--- config.mk ---
export PLATFORM = sky130hd
export DESIGN_NAME = ascon_perm_sequencer
export DESIGN_NICKNAME = d
export VERILOG_FILES = /design/src/rtl/ascon_perm_sequencer.sv
export SDC_FILE = /design/constraint.sdc
export NUM_CORES = 1
export LEC_CHECK = 0
export ABC_AREA = 1
export CAP_MARGIN = 20
export CORE_AREA = 4 4 41 43
export CTS_BUF_LIST = sky130_fd_sc_hd__clkbuf_8
export CTS_CLUSTER_DIAMETER = 150
export DETAILED_ROUTE_END_ITERATION = 8
export DIE_AREA = 0 0 45 47
export GPL_TIMING_DRIVEN = 1
export RECOVER_POWER = 100
export REMOVE_ABC_BUFFERS = 1
export SLEW_MARGIN = 20
export SYNTH_ARGS = -nofsm -noshare
export SYNTH_HDL_FRONTEND = slang
export SYNTH_SLANG_ARGS = --single-unit
--- constraint.sdc ---
create_clock -name clock_i -period 1.87 [get_ports clock_i]
set_clock_uncertainty 0.2 [all_clocks]
set_input_delay 0.2805 -clock clock_i [delete_from_list [all_inputs] [get_ports clock_i]]
set_output_delay 0.2805 -clock clock_i [all_outputs]
set_load 0.01 [all_outputs]
--- src/rtl/ascon_perm_sequencer.sv ---
// ascon_perm_sequencer: control FSM for one ASCON p^a / p^b permutation call.
// It drives the datapath's state-select, round index and state-register enable.
// Handshake: start_i is accepted while ready_o=1; done_o pulses for one cycle at the end.
// Optional abort input is enabled by defining ASCON_PERM_SEQ_ABORT_EN.
module ascon_perm_sequencer #(
    parameter int ROUNDS_A = 12,
    parameter int ROUNDS_B = 8
) (
    input  logic       clock_i,
    input  logic       rst_i,
    input  logic       start_i,
    input  logic       sel_b_i,
`ifdef ASCON_PERM_SEQ_ABORT_EN
    input  logic       abort_i,
`endif
    output logic       ready_o,
    output logic       busy_o,
    output logic       init_state_o,
    output logic [3:0] round_o,
    output logic       perm_en_o,
    output logic       done_o
);

    typedef enum logic [1:0] {
        IDLE  = 2'd0,
        FIRST = 2'd1,
        RUN   = 2'd2,
        DONE  = 2'd3
    } state_e;

    // Rounds always end at index 11, so the first index is 12-N.
    localparam logic [3:0] START_A = 4'(12 - ROUNDS_A);
    localparam logic [3:0] START_B = 4'(12 - ROUNDS_B);
    localparam logic [3:0] LAST    = 4'd11;

    state_e     state_q, state_d;
    logic [3:0] cnt_q, cnt_d;
    logic       sel_q, sel_d;
    logic       abort;

`ifdef ASCON_PERM_SEQ_ABORT_EN
    assign abort = abort_i;
`else
    assign abort = 1'b0;
`endif

    // State, round counter and latched p^a/p^b selection.
    always_ff @(posedge clock_i or negedge rst_i) begin
        if (!rst_i) begin
            state_q <= IDLE;
            cnt_q   <= 4'd0;
            sel_q   <= 1'b0;
        end else begin
            state_q <= state_d;
            cnt_q   <= cnt_d;
            sel_q   <= sel_d;
        end
    end

    // Next-state logic. All outputs are decoded from registered state only.
    always_comb begin
        state_d      = state_q;
        cnt_d        = cnt_q;
        sel_d        = sel_q;
        ready_o      = 1'b0;
        busy_o       = 1'b0;
        init_state_o = 1'b0;
        round_o      = 4'd0;
        perm_en_o    = 1'b0;
        done_o       = 1'b0;
        case (state_q)
            IDLE: begin
                ready_o = 1'b1;
                if (start_i) begin
                    sel_d   = sel_b_i;
                    cnt_d   = sel_b_i ? START_B : START_A;
                    state_d = FIRST;
                end
            end
            FIRST: begin
                init_state_o = 1'b1;
                perm_en_o    = 1'b1;
                busy_o       = 1'b1;
                round_o      = cnt_q;
                if (abort) begin
                    cnt_d   = 4'd0;
                    state_d = IDLE;
                end else if ((sel_q ? START_B : START_A) == LAST) begin
                    state_d = DONE;
                end else begin
                    cnt_d   = cnt_q + 4'd1;
                    state_d = RUN;
                end
            end
            RUN: begin
                perm_en_o = 1'b1;
                busy_o    = 1'b1;
                round_o   = cnt_q;
                if (abort) begin
                    cnt_d   = 4'd0;
                    state_d = IDLE;
                end else if (cnt_q == LAST) begin
                    state_d = DONE;
                end else begin
                    cnt_d = cnt_q + 4'd1;
                end
            end
            DONE: begin
                done_o  = 1'b1;
                cnt_d   = 4'd0;
                state_d = IDLE;
            end
            default: begin
                cnt_d   = 4'd0;
                state_d = IDLE;
            end
        endcase
    end

endmodule

## Word-level counts from Yosys, hierarchy flattened

Cells that the tools add are included.

- Reductions and logical operators: 5
- $add $sub $neg: 1
- Muxes and demuxes: 15
- Equality and inequality tests: 9

Operators with widths:

| cell | number |
|---|---|
| $mux 4 | 4 |
| $pmux 4 s4 | 1 |
| $ne 2x2->1 const B | 4 |
| $pmux 2 s4 | 1 |
| $mux 3 | 2 |
| $mux 1 | 5 |
| $add 4x1->4 const B | 1 |
| $eq 2x2->1 const B | 2 |
| $eq 3x4->1 const B | 1 |
| $eq 4x4->1 const B | 1 |
| $mux 2 | 2 |
| $reduce_and 2->1 | 2 |
| $reduce_and 3->1 | 1 |
| $eq 2x1->1 const B | 1 |
| $logic_not 2->1 | 1 |
| $reduce_or 2->1 | 1 |

- Output and inout bits: 9
- Flip-flop bits (word level): 7
- Logic and storage cells: 33
- Bits of input ports: 4

## Logic depth before layout (Yosys ltp)

- Depth after elaboration: 4
- Mapped depth: 8
- Gate-level depth less buffers: 8

## Least setup slack after synthesis

OpenSTA, ideal clock, no wires.

- Kind: register -> register
- Start: register state_q[0]
- End: register cnt_q[2]
- Data required time: 1.605 ns
- Slack: 0.340 ns
- Library setup time: 0.065 ns
- Path buffers: 0
- Stages on the path, launching flop included: 9
- Clock period less this slack: 1.530 ns
- Arrival time: 1.265 ns
- Path through: dfrtp_1 inv_1 ha_1 inv_1 nor2_2 nand3_1 nand2_1 nand2_1 nand2_1

- Cells in the longest elaborated chain, start to end: 3
- Elaborated cells on any way between the ends: 9
- Those cells by class: eq/ne (6); mux (1); reduce/logical (2)

RTL lines:

| what | line | RTL |
|---|---|---|
| start: declaration | 36 | `state_e state_q, state_d;` |
| start signal: assignment | 54 | `state_q <= state_d;` |
| $eq 2x2->1, or another cell as far along | 71 | `case (state_q)` |
| $ne 2x2->1 (no source line) | - |  |
| $reduce_and 3->1 (no source line) | - |  |
| end signal: assignment | 55 | `cnt_q <= cnt_d;` |
| end: declaration | 37 | `logic [3:0] cnt_q, cnt_d;` |

Several ways; a longest one is shown, not always the timed one.
A chain may end at the register's enable or synchronous reset.

## Worst setup path in the final report

- Start: register state_q[1]
- End: output round_o[1]

- Cells in the longest elaborated chain, start to end: 3
- Elaborated cells on any way between the ends: 4
- Those cells by class: eq/ne (2); mux (1); reduce/logical (1)

RTL lines:

| what | line | RTL |
|---|---|---|
| $eq 2x2->1 / $eq 2x1->1 (equally long branches) | 71 |  |
| $reduce_or 2->1 (no source line) (*) | - |  |
| $mux 4 (*) | 71 |  |
| end: declaration | 19 | `output logic [3:0] round_o,` |

Every way passes the cells marked *; elsewhere a longest branch is shown, timed or not.

==> results.json <==
{
  "run_status": "finished, final reports clean",
  "routed-via-count": 440,
  "grt_pass1_vias": 434,
  "sum_neg_setup_slack_ns": 0,
  "p_sw_uw": 497,
  "grt_max_degree": 8,
  "vdd_drop_max_mv": 0.908,
  "yosysUniqueCellTypes": 13,
  "dp_worst_setup_slack_ns": -0.0459,
  "cts_tree": "built",
  "starting_density_of_the_core": 0.350,
  "postSynthRegisterBits": 6,
  "power.sequential.fraction": 0.195,
  "detail_route.vias_per_cell": 4.54,
  "synth.cell_area_sq_um": 455,
  "cts_htree_levels": 1,
  "timing.final.crit_share": 0.953,
  "grt_first_pass_wirelength_um": 1930,
  "synth_simple_gate_area_frac": 0.308,
  "crit_fanout": 7,
  "number_of_antenna_violations_at_the_first_check_in_global_routing": 0,
  "drc_errors": 0,
  "whs_ns": 0.180,
  "cp-start-kind": "flip-flop",
  "clock_tree.buffer_depth": 2,
  "critPathCaptureType": "primary output",
  "grt_util_all_layers": 0.138,
  "place.gp.congestion": 0.779,
  "antenna_left": 0,
  "final_period_demand_of_the_worst_path_ns": 1.78,
  "timing.final.ws_setup_ns": 0.0886,
  "top_area_cells_in_the_synthesized_netlist": "dfrtp_1 33%, ha_1 19%, nand2_1 17%",
  "combPwrFrac": 0.629,
  "n_fill_cell": 138,
  "buffer_ports.inserted": 12,
  "dp_hpwl_um": 812,
  "grt_remaining_overflow": 0,
  "hold_class": "in -> async",
  "area_growth_syn_to_layout_pct": 45.9,
  "synth_fa_ha_area_frac": 0.192,
  "fp.dieArea_sq_um": 2120,
  "mostFrequentLayoutCell": "nand2_1",
  "cts_sinks": 6,
  "cts_made_buffers": 3,
  "fp.dieW_um": 45,
  "grt_setup_unrepaired": "no",
  "wl_per_instance_um": 10.8,
  "power_internal_uw": 656,
  "postRouteWirelength_um": 1050,
  "multiInputGateArea_sq_um": 260,
  "register_area_sq_um": 150,
  "synth_largest_type_area_fraction": 0.330,
  "gate_count_of_the_mapped_netlist": 62,
  "root_buffer": "clkbuf_8",
  "utilization": 0.511,
  "worstMarginPinSlew_ns": 0.316,
  "pwr_total_mw": 1.15,
  "synthXorXnorAreaFrac": 0,
  "drtIter0Drc": 10,
  "final_hold_viol_count": 0,
  "power.density_nw_per_um2": 1740,
  "finalSetupViolations": 0,
  "post_route_cells_drive_above_1_share": 0.159,
  "worst_slew_margin_rel": 0.789,
  "switching_share": 0.431,
  "crit_arrival_ns": 1.30,
  "clock_power_share": 0.176,
  "sequential_to_total_area_share_from_yosys_stat": 0.330,
  "drv_cap": 0,
  "synthesis.yosys.warnings": 0,
  "floorplan.io_pins": 13,
  "post-synth-top-area-cell": "dfrtp_1",
  "cts.repair_timing.setup_buffer_count": 0,
  "insertedDiodeCount": 0,
  "firstDrtPassIters": 4,
  "synth_compound_area_frac": 0.0549,
  "synth_top_family_by_area": "simple AND/OR/NAND/NOR gates",
  "synth.avg_cell_area_sq_um": 7.35,
  "static-leakage-power_nw": 0.389,
  "clkTransAtPathRegs_ns": 0.04,
  "die_height_um": 47,
  "worst_skew_pair.late_latency_ns": 0.23,
  "floorplan.core_area_sq_um": 1300,
  "num_rows": 13,
  "post_synthesis_mux_area_share": 0,
  "max_slew_violation_count": 0,
  "clock.fmax_mhz": 561,
  "cp_data_required_time_ns": 1.39,
  "most-common-layout-cells": "23 x nand2_1, 9 x inv_1, 7 x dlygate4sd2_1, 6 x ha_1, 6 x dfrtp_1",
  "worstSetupPathType": "reg -> out",
  "layout.nets": 95
}
==> critical path, stage by stage (launching register included) <==
cell and delay (ns):
dfrtp_1 0.35, inv_2 0.06, ha_4 0.29, nand2_1 0.05
inv_1 0.05, dlygate4sd2_1 0.26
==> metal layers <==
metal / wire, um / GRT usage / part of all wire
met1: 446 / 0.162 / 0.43
met2: 458 / 0.203 / 0.44
met3: 101 / 0.0383 / 0.097
met4: 38 / 0.123 / 0.036
met5: 0 / 0 / 0
==> sequential cells by signal, indices dropped and copies added (netlist names) <==
signal and flops:
state_q 2, cnt_q 4
==> power by group through the flow <==
stage	registers, mW	logic, mW	clock network, mW
2_1_floorplan	0.232	0.396	0
3_3_place_gp	0.222	0.787	0
3_5_place_dp	0.222	0.796	0
4_1_cts	0.225	0.775	0.207
5_1_grt	0.232	0.840	0.213
6_report	0.224	0.725	0.203
==> synthesized netlist by cell type <==
library cell,instances
inv_2,1
nand3_1,4
nand4_2,1
nand2_2,2
nor2_1,1
inv_1,11
nand4_1,1
ha_1,7
dfrtp_1,6
buf_4,1
nor2_2,1
o21ai_1,5
nand2_1,21
==> cell families after synthesis <==
kind of cell             Yosys count
AO/OA/AOI/OAI                      5
adder cells (fa/ha/maj)            7
buffers and inverters             13
flip-flops                         6
AND/OR/NAND/NOR                   31
==> path summary, 6_finish.rpt <==
path                                  from    endpoint  slack, ns  cells past startpoint
worst max-delay path            state_q[1]  round_o[1]       0.09                      5
worst min register to register    cnt_q[1]    cnt_q[1]       0.38                      2
worst min-delay path                 rst_i    cnt_q[2]       0.18                      1
max in group asynchronous            rst_i    cnt_q[0]       1.05                      1
min in group clock_i              cnt_q[1]    cnt_q[1]       0.38                      2
worst max register to register  state_q[0]    cnt_q[2]       0.32                      8
==> cell type report <==
| class | instances | share of cell area |
|---|---|---|
| multi-input cells | 43 | 0.392 |
| clock buffers | 3 | 0.0621 |
| well taps | 15 | 0.0282 |
| repair buffers | 18 | 0.224 |
| inverters | 12 | 0.0678 |
| flip-flops and latches | 6 | 0.226 |
==> through the flow <==
stage / cells / area [sq um]
CTS: 97 / 676
floorplan: 61 / 448
global route: 97 / 664
global placement: 94 / 632
finish: 97 / 664
detailed placement: 94 / 632
==> repair_timing <==
| action | in CTS | in global routing |
|---|---|---|
| hold buffers | 0 | 0 |
| pin swaps | 0 | 0 |
| gates resized for setup | 12 | 2 |
| endpoints found under the setup margin | 9 | 2 |
| cloned | 0 | 0 |
(Power assumes the default switching activity.)
